## config.mk

```make
export PLATFORM = sky130hd
export DESIGN_NAME = reset_sequencer
export DESIGN_NICKNAME = d
export VERILOG_FILES = /design/src/rtl/rtc_reset_pkg.sv /design/src/rtl/btn_debounce.sv /design/src/rtl/reset_sequencer.sv
export SDC_FILE = /design/constraint.sdc
export NUM_CORES = 1
export LEC_CHECK = 0
export CORE_MARGIN = 1.5
export CORE_UTILIZATION = 61
export CTS_BUF_LIST = sky130_fd_sc_hd__clkbuf_4
export DETAILED_ROUTE_END_ITERATION = 12
export MAX_ROUTING_LAYER = met4
export PLACE_DENSITY = 0.81
export SYNTH_ARGS = -nofsm -noshare
export SYNTH_HDL_FRONTEND = slang
export SYNTH_HIERARCHICAL = 1
export SYNTH_SLANG_ARGS = --single-unit
```

## constraint.sdc

```tcl
create_clock -name clk -period 2.5 [get_ports clk]
set_clock_uncertainty 0.05 [all_clocks]
set_input_delay 0.5 -clock clk [delete_from_list [all_inputs] [get_ports clk]]
set_output_delay 0.5 -clock clk [all_outputs]
set_load 0.01 [all_outputs]
```

## src/rtl/rtc_reset_pkg.sv

```systemverilog
// Shared constants for the reset sequencer: FSM state codes, reset-cause codes and default timing.
package rtc_reset_pkg;

    localparam int unsigned DEF_DEBOUNCE_CYCLES = 50000;
    localparam int unsigned DEF_HOLD_CYCLES     = 1024;
    localparam int unsigned DEF_STAGE_GAP       = 16;
    localparam int unsigned DEF_WDT_CYCLES      = 1 << 20;

    localparam int unsigned STATE_W = 3;
    localparam int unsigned CAUSE_W = 2;

    typedef logic [STATE_W-1:0] state_t;
    typedef logic [CAUSE_W-1:0] cause_t;

    localparam state_t ST_ASSERT      = 3'd0;
    localparam state_t ST_WAIT_LOCK   = 3'd1;
    localparam state_t ST_HOLD        = 3'd2;
    localparam state_t ST_REL_CORE    = 3'd3;
    localparam state_t ST_REL_PERIPH  = 3'd4;
    localparam state_t ST_REL_DISPLAY = 3'd5;
    localparam state_t ST_RUN         = 3'd6;

    localparam cause_t CAUSE_EXT = 2'd0;
    localparam cause_t CAUSE_BTN = 2'd1;
    localparam cause_t CAUSE_SW  = 2'd2;
    localparam cause_t CAUSE_WDT = 2'd3;

    // Cause of an accepted request; caller guarantees at least one source is active.
    function automatic cause_t pick_cause(input logic wdt, input logic btn);
        if (wdt) begin
            return CAUSE_WDT;
        end
        if (btn) begin
            return CAUSE_BTN;
        end
        return CAUSE_SW;
    endfunction

endpackage

```

## src/rtl/btn_debounce.sv

```systemverilog
// Pushbutton front end: 2-FF synchronizer, stability counter, one-cycle pulse on a debounced rising edge.
module btn_debounce
    import rtc_reset_pkg::*;
#(
    parameter int unsigned DEBOUNCE_CYCLES = DEF_DEBOUNCE_CYCLES
) (
    input  logic clk,
    input  logic rst,
    input  logic btn_async,
    output logic btn_req
);

    localparam int unsigned DB_W = $clog2(DEBOUNCE_CYCLES + 1);

    logic            sync1_q, sync2_q, last_q;
    logic            level_q, level_d;
    logic            req_q, req_d;
    logic [DB_W-1:0] cnt_q, cnt_d;

    // Counter restarts on any change; level follows the input once it has been steady long enough.
    always_comb begin
        cnt_d   = cnt_q;
        level_d = level_q;
        if (sync2_q != last_q) begin
            cnt_d = '0;
        end else if (cnt_q != DB_W'(DEBOUNCE_CYCLES - 1)) begin
            cnt_d = cnt_q + DB_W'(1);
        end
        if ((sync2_q == last_q) && (cnt_q == DB_W'(DEBOUNCE_CYCLES - 1))) begin
            level_d = last_q;
        end
        req_d = level_d & ~level_q;
    end

    always_ff @(posedge clk or posedge rst) begin
        if (rst) begin
            sync1_q <= 1'b0;
            sync2_q <= 1'b0;
            last_q  <= 1'b0;
            level_q <= 1'b0;
            req_q   <= 1'b0;
            cnt_q   <= '0;
        end else begin
            sync1_q <= btn_async;
            sync2_q <= sync1_q;
            last_q  <= sync2_q;
            level_q <= level_d;
            req_q   <= req_d;
            cnt_q   <= cnt_d;
        end
    end

    assign btn_req = req_q;

endmodule

```

## src/rtl/reset_sequencer.sv

```systemverilog
// Staged reset release (core, periph, display) with button, software, lock-loss and watchdog restarts.
// Define RESET_SEQ_WDT_EN to build the RUN-state watchdog.
module reset_sequencer
    import rtc_reset_pkg::*;
#(
    parameter int unsigned DEBOUNCE_CYCLES = DEF_DEBOUNCE_CYCLES,
    parameter int unsigned HOLD_CYCLES     = DEF_HOLD_CYCLES,
    parameter int unsigned STAGE_GAP       = DEF_STAGE_GAP,
    parameter int unsigned WDT_CYCLES      = DEF_WDT_CYCLES
) (
    input  logic               clk,
    input  logic               ext_reset,
    input  logic               btn_reset,
    input  logic               sw_reset_req,
    input  logic               pll_locked,
    input  logic               wdt_kick,
    output logic               rst_core,
    output logic               rst_periph,
    output logic               rst_display,
    output logic               seq_done,
    output logic [CAUSE_W-1:0] reset_cause
);

    localparam int unsigned CNT_MAX = (HOLD_CYCLES > STAGE_GAP) ? HOLD_CYCLES : STAGE_GAP;
    localparam int unsigned CNT_W   = $clog2(CNT_MAX + 1);

    state_t           state_q, state_d;
    cause_t           cause_q, cause_d;
    logic [CNT_W-1:0] cnt_q, cnt_d;
    logic             rst_core_q, rst_core_d;
    logic             rst_periph_q, rst_periph_d;
    logic             rst_display_q, rst_display_d;
    logic             seq_done_q, seq_done_d;
    logic             btn_req, wdt_fire, take_req, asserting, enter;

    btn_debounce #(
        .DEBOUNCE_CYCLES(DEBOUNCE_CYCLES)
    ) u_btn_debounce (
        .clk      (clk),
        .rst      (ext_reset),
        .btn_async(btn_reset),
        .btn_req  (btn_req)
    );

`ifdef RESET_SEQ_WDT_EN
    localparam int unsigned WDT_W = $clog2(WDT_CYCLES + 1);

    logic [WDT_W-1:0] wdt_cnt_q, wdt_cnt_d;

    // Counts unkicked RUN cycles; fires on the last cycle of the timeout window.
    always_comb begin
        wdt_cnt_d = '0;
        if ((state_q == ST_RUN) && !wdt_kick && (wdt_cnt_q != WDT_W'(WDT_CYCLES - 1))) begin
            wdt_cnt_d = wdt_cnt_q + WDT_W'(1);
        end else if ((state_q == ST_RUN) && !wdt_kick) begin
            wdt_cnt_d = wdt_cnt_q;
        end
    end

    assign wdt_fire = (state_q == ST_RUN) && !wdt_kick && (wdt_cnt_q == WDT_W'(WDT_CYCLES - 1));

    always_ff @(posedge clk or posedge ext_reset) begin
        if (ext_reset) begin
            wdt_cnt_q <= '0;
        end else begin
            wdt_cnt_q <= wdt_cnt_d;
        end
    end
`else
    logic unused_wdt;
    assign unused_wdt = wdt_kick ^ (WDT_CYCLES == 0);
    assign wdt_fire   = 1'b0;
`endif

    always_comb begin
        state_d  = state_q;
        cause_d  = cause_q;
        take_req = (state_q != ST_ASSERT) && (wdt_fire || btn_req || sw_reset_req);
        if (take_req) begin
            state_d = ST_WAIT_LOCK;
            cause_d = pick_cause(wdt_fire, btn_req);
        end else if (!pll_locked && (state_q inside {ST_HOLD, ST_REL_CORE, ST_REL_PERIPH,
                                                      ST_REL_DISPLAY, ST_RUN})) begin
            state_d = ST_WAIT_LOCK;
        end else begin
            case (state_q)
                ST_ASSERT:      state_d = ST_WAIT_LOCK;
                ST_WAIT_LOCK:   if (pll_locked) state_d = ST_HOLD;
                ST_HOLD:        if (cnt_q == CNT_W'(HOLD_CYCLES - 1)) state_d = ST_REL_CORE;
                ST_REL_CORE:    if (cnt_q == CNT_W'(STAGE_GAP - 1)) state_d = ST_REL_PERIPH;
                ST_REL_PERIPH:  if (cnt_q == CNT_W'(STAGE_GAP - 1)) state_d = ST_REL_DISPLAY;
                ST_REL_DISPLAY: state_d = ST_RUN;
                ST_RUN:         state_d = ST_RUN;
                default:        state_d = ST_ASSERT;
            endcase
        end

        enter = (state_d != state_q) || take_req;
        if (enter) begin
            cnt_d = '0;
        end else if (cnt_q == CNT_W'(CNT_MAX)) begin
            cnt_d = cnt_q;
        end else begin
            cnt_d = cnt_q + CNT_W'(1);
        end

        // Reassertion is immediate; core/periph release lands one cycle into their stage.
        asserting     = state_d inside {ST_ASSERT, ST_WAIT_LOCK, ST_HOLD};
        rst_core_d    = asserting ||
                        !(state_q inside {ST_REL_CORE, ST_REL_PERIPH, ST_REL_DISPLAY, ST_RUN});
        rst_periph_d  = asserting || !(state_q inside {ST_REL_PERIPH, ST_REL_DISPLAY, ST_RUN});
        rst_display_d = (state_d != ST_RUN);
        seq_done_d    = (state_d == ST_RUN);
    end

    always_ff @(posedge clk or posedge ext_reset) begin
        if (ext_reset) begin
            state_q       <= ST_ASSERT;
            cause_q       <= CAUSE_EXT;
            cnt_q         <= '0;
            rst_core_q    <= 1'b1;
            rst_periph_q  <= 1'b1;
            rst_display_q <= 1'b1;
            seq_done_q    <= 1'b0;
        end else begin
            state_q       <= state_d;
            cause_q       <= cause_d;
            cnt_q         <= cnt_d;
            rst_core_q    <= rst_core_d;
            rst_periph_q  <= rst_periph_d;
            rst_display_q <= rst_display_d;
            seq_done_q    <= seq_done_d;
        end
    end

    assign rst_core    = rst_core_q;
    assign rst_periph  = rst_periph_q;
    assign rst_display = rst_display_q;
    assign seq_done    = seq_done_q;
    assign reset_cause = cause_q;

endmodule

```

==> metrics.yaml, run 1 <==
run_status: "complete, no violations"
relSlewSlack: 0.4505
place_inst: 254
combinationalPowerShare: 0.092
synth_top_family_by_area: "simple AND/OR/NAND/NOR gates"
crit_path_end_kind: "flop"
gp_congestion: 0.8097
switchingPower_w: 0.0003218
slowest_stage: "or4_4"
htree_num_levels: 2
worst-endpoint-arrival_ns: 2.49
seqPwrFrac: 0.617
cts_tree: "done"
tightest_slew_ns: 0.8215
netlist_instances: 203
final_cell_count_no_fill: 262
ys_seq_area_frac: 0.4782
drc_errors: 0
syn_nets: 212
hold_slack_ns: 0.3126
drive_gt1_frac: 0.1713
wl_per_cell_microns: 16.13
rows: 21
syn_area_sq_um: 2153
synth.top_cell.area_share: 0.4416
p_int_w: 0.0008260
ant_nets: 0
met1_usage: 0.2689
fp.dieH_microns: 62.42
yosysTopAreaCell: "dfrtp_1"
path_buf_inv: 0
hold_viol: 0
clk_pin_slew_ns: 0.12
power_frac_clock: 0.291
yosysWarnings: 6
fmax_ghz: 0.4340
routed_wirelength_mm: 4.227
grtUsageTotal: 0.2443
port_buffers: 10
startpoint_type: "flop"
fin_nets: 224
num_antenna_cells: 0
die_area_sq_um: 3896
die_w_microns: 62.42
area_delta_synth_final_pct: 8.658
tns_ns: 0
placement.cell_area_sq_um: 2278
drt_iter0_markers: 64
first_pass_iters: 4
synth_mux_area_frac: 0.009297
synth-seq-cells: 41
synthAdderAreaFrac: 0.01743
rsz0062_at_grt: "false"
layout_setup_ws_ns: 0.1959
ioPinCount: 12
power_leakage_nw: 0.9967
numCtsBuffers: 5
path_cells: "or4_4 > nor4_4 > a2111oi_2 > a21oi_2 > nor3_1"
overflow: 0
critPathMaxFanout: 11
root_buffer: "clkbuf_4"
grt.met2_usage: 0.4220
swShare: 0.2803
antenna_found_initial: 0
yosys-top-cells-area: "dfrtp_1, xnor2_1, nor3_1"
synthXorXnorAreaFrac: 0.08948
grt_max_degree: 22
regToRegSetupSlack_ns: 0.20
initial_core_util: 0.6403
critPathKind: "reg -> reg"
critical_path.top_delay_family: "simple AND/OR/NAND/NOR gates"
ir_drop_uv: 275.3
synthSimpleGateAreaFrac: 0.2783
fin_area_sq_um: 2340
vias_per_cell: 6.073
coreArea_sq_um: 3363
worst-endpoint-required_ns: 2.68
cts_buffer_depth: 2
cts_setup_buffers: 0
dp_hpwl_mm: 2.970
cp_slowest_stage_delay_ns: 0.56
grtUsageMet3: 0.06486
synth_compound_area_frac: 0.08774
grt_pass1_vias: 1674
syn_avg_cell_area_sq_um: 10.61
ys_types: 48
period_needed_ns: 2.304
insertion_delay_ns: 0.37
setup_viol: 0
grt_pass1_wl_mm: 7.279
drv_cap: 0
busiest_layer: "met2"
slew_violations: 0
fin_crit_sh: 0.9216
cts_sinks: 41
power_density_nw_per_um2: 490.5
via_count: 1591
pre_cts_ws_ns: 0.1206
hold_class: "reg -> reg"
-- synthesized netlist by cell type, drive strengths merged --
cell / instances
a311oi: 1
dfstp: 3
ha: 3
or4: 1
nor4b: 2
o21a: 2
a21oi: 8
and4: 1
nand2: 14
and4bb: 2
or2: 2
or3: 3
nor2: 21
a21o: 2
nand4: 6
dfrtp: 38
o211ai: 2
xnor2: 13
a31oi: 2
inv: 10
nor2b: 1
mux2i: 2
o221ai: 1
o21ai: 6
a22o: 1
nor4: 5
o21bai: 1
a2111oi: 2
clkbuf: 2
nor3: 19
xor2: 9
buf: 5
nand3: 10
and3: 3
-- stage by stage --
step | power (W) | utilization
after global routing | 0.001200 | 0.6957
after floorplan | 0.0007912 | -
after global placement | 0.0008122 | 0.6775
final | 0.001148 | 0.6957
after CTS | 0.001157 | 0.6938
after detailed placement | 0.0008250 | 0.6775
-- state kept, by name, indices dropped and copies added (netlist names) --
register / cells
seq_done: 1
u_btn_debounce/last_q: 1
cnt_q: 11
state_q: 3
u_btn_debounce/cnt_q: 16
rst_display: 1
u_btn_debounce/level_q: 1
u_btn_debounce/btn_req: 1
u_btn_debounce/sync1_q: 1
rst_core: 1
rst_periph: 1
u_btn_debounce/sync2_q: 1
reset_cause: 2
-- metal layers --
metal | part of all wire | up-vias
li1 | - | 746
met3 | 0.047 | 8
met2 | 0.52 | 50
met4 | 0.018 | 0
met5 | 0 | -
met1 | 0.42 | 787
-- kinds of logic (layout without fill, tap and decap cells) --
kind of cell | count (synthesis) | in the layout
AO/OA/AOI/OAI | 28 | 28
XOR/XNOR | 22 | 22
adder cells (fa/ha/maj) | 3 | 3
buffers and inverters | 17 | 30
flip-flops | 41 | 41
multiplexers | 2 | 2
AND/OR/NAND/NOR | 90 | 90
-- power groups by stage --
stage / Clock, W / Sequential [W] / Combinational [W]
2_1_floorplan: 0 / 0.000711 / 0.0000799
4_1_cts: 0.000344 / 0.000708 / 0.000106
5_1_grt: 0.000371 / 0.000711 / 0.000118
3_5_place_dp: 0 / 0.000720 / 0.000105
3_3_place_gp: 0 / 0.000717 / 0.0000950
6_report: 0.000334 / 0.000709 / 0.000105
-- worst register-to-register path, cell delays in order, from the launching register on --
cell and delay (ns):
dfrtp_1 0.47, or4_4 0.56, nor4_4 0.37, a2111oi_2 0.16
a21oi_2 0.46, nor3_1 0.12
-- final cells by class --
type | count | area [sq um]
Clock inverter | 3 | 17.52
Timing Repair Buffer | 12 | 115.1
Multi-Input combinational cell | 145 | 1045
Sequential cell | 41 | 1030
Tap cell | 46 | 57.56
Fill cell | 267 | 1023
Clock buffer | 5 | 37.54
Inverter | 10 | 37.54
-- repair_timing --
item,in CTS,in global routing
gates resized for setup,0,1
endpoints found under the setup margin,0,11
hold buffers,0,0
-- layout by cell type, fill, tap and decap left out, types with 3 or more instances in the layout --
master / instances
clkbuf_4: 5
a21oi_1: 7
xnor2_1: 13
nor2_2: 3
nor3_1: 18
nand4_4: 3
ha_1: 3
o21ai_0: 5
nor2_1: 18
dfrtp_1: 38
xor2_1: 9
clkdlybuf4s50_1: 10
nand2_1: 14
or3_1: 3
inv_1: 10
dfstp_2: 3
nand3_1: 9
-- worst paths after layout --
check | start | endpoint | cells after the start
setup / recovery | cnt_q[5] | cnt_q[9] | 5
hold / removal | u_btn_debounce/sync1_q | u_btn_debounce/sync2_q | 0
setup reg to reg | cnt_q[5] | cnt_q[9] | 5
hold reg to reg | u_btn_debounce/sync1_q | u_btn_debounce/sync2_q | 0
max in group asynchronous | ext_reset | u_btn_debounce/sync1_q | 2
min in group asynchronous | ext_reset | reset_cause[0] | 2
Power figures use the tool's default switching activity.
==> run 2, diff against run 1 <==
Settings changed: ABC_CLOCK_PERIOD_IN_PS set to 2500.
==> results of run 2 <==
Same layout as run 1: the final DEF is identical, and so are final timing and power.
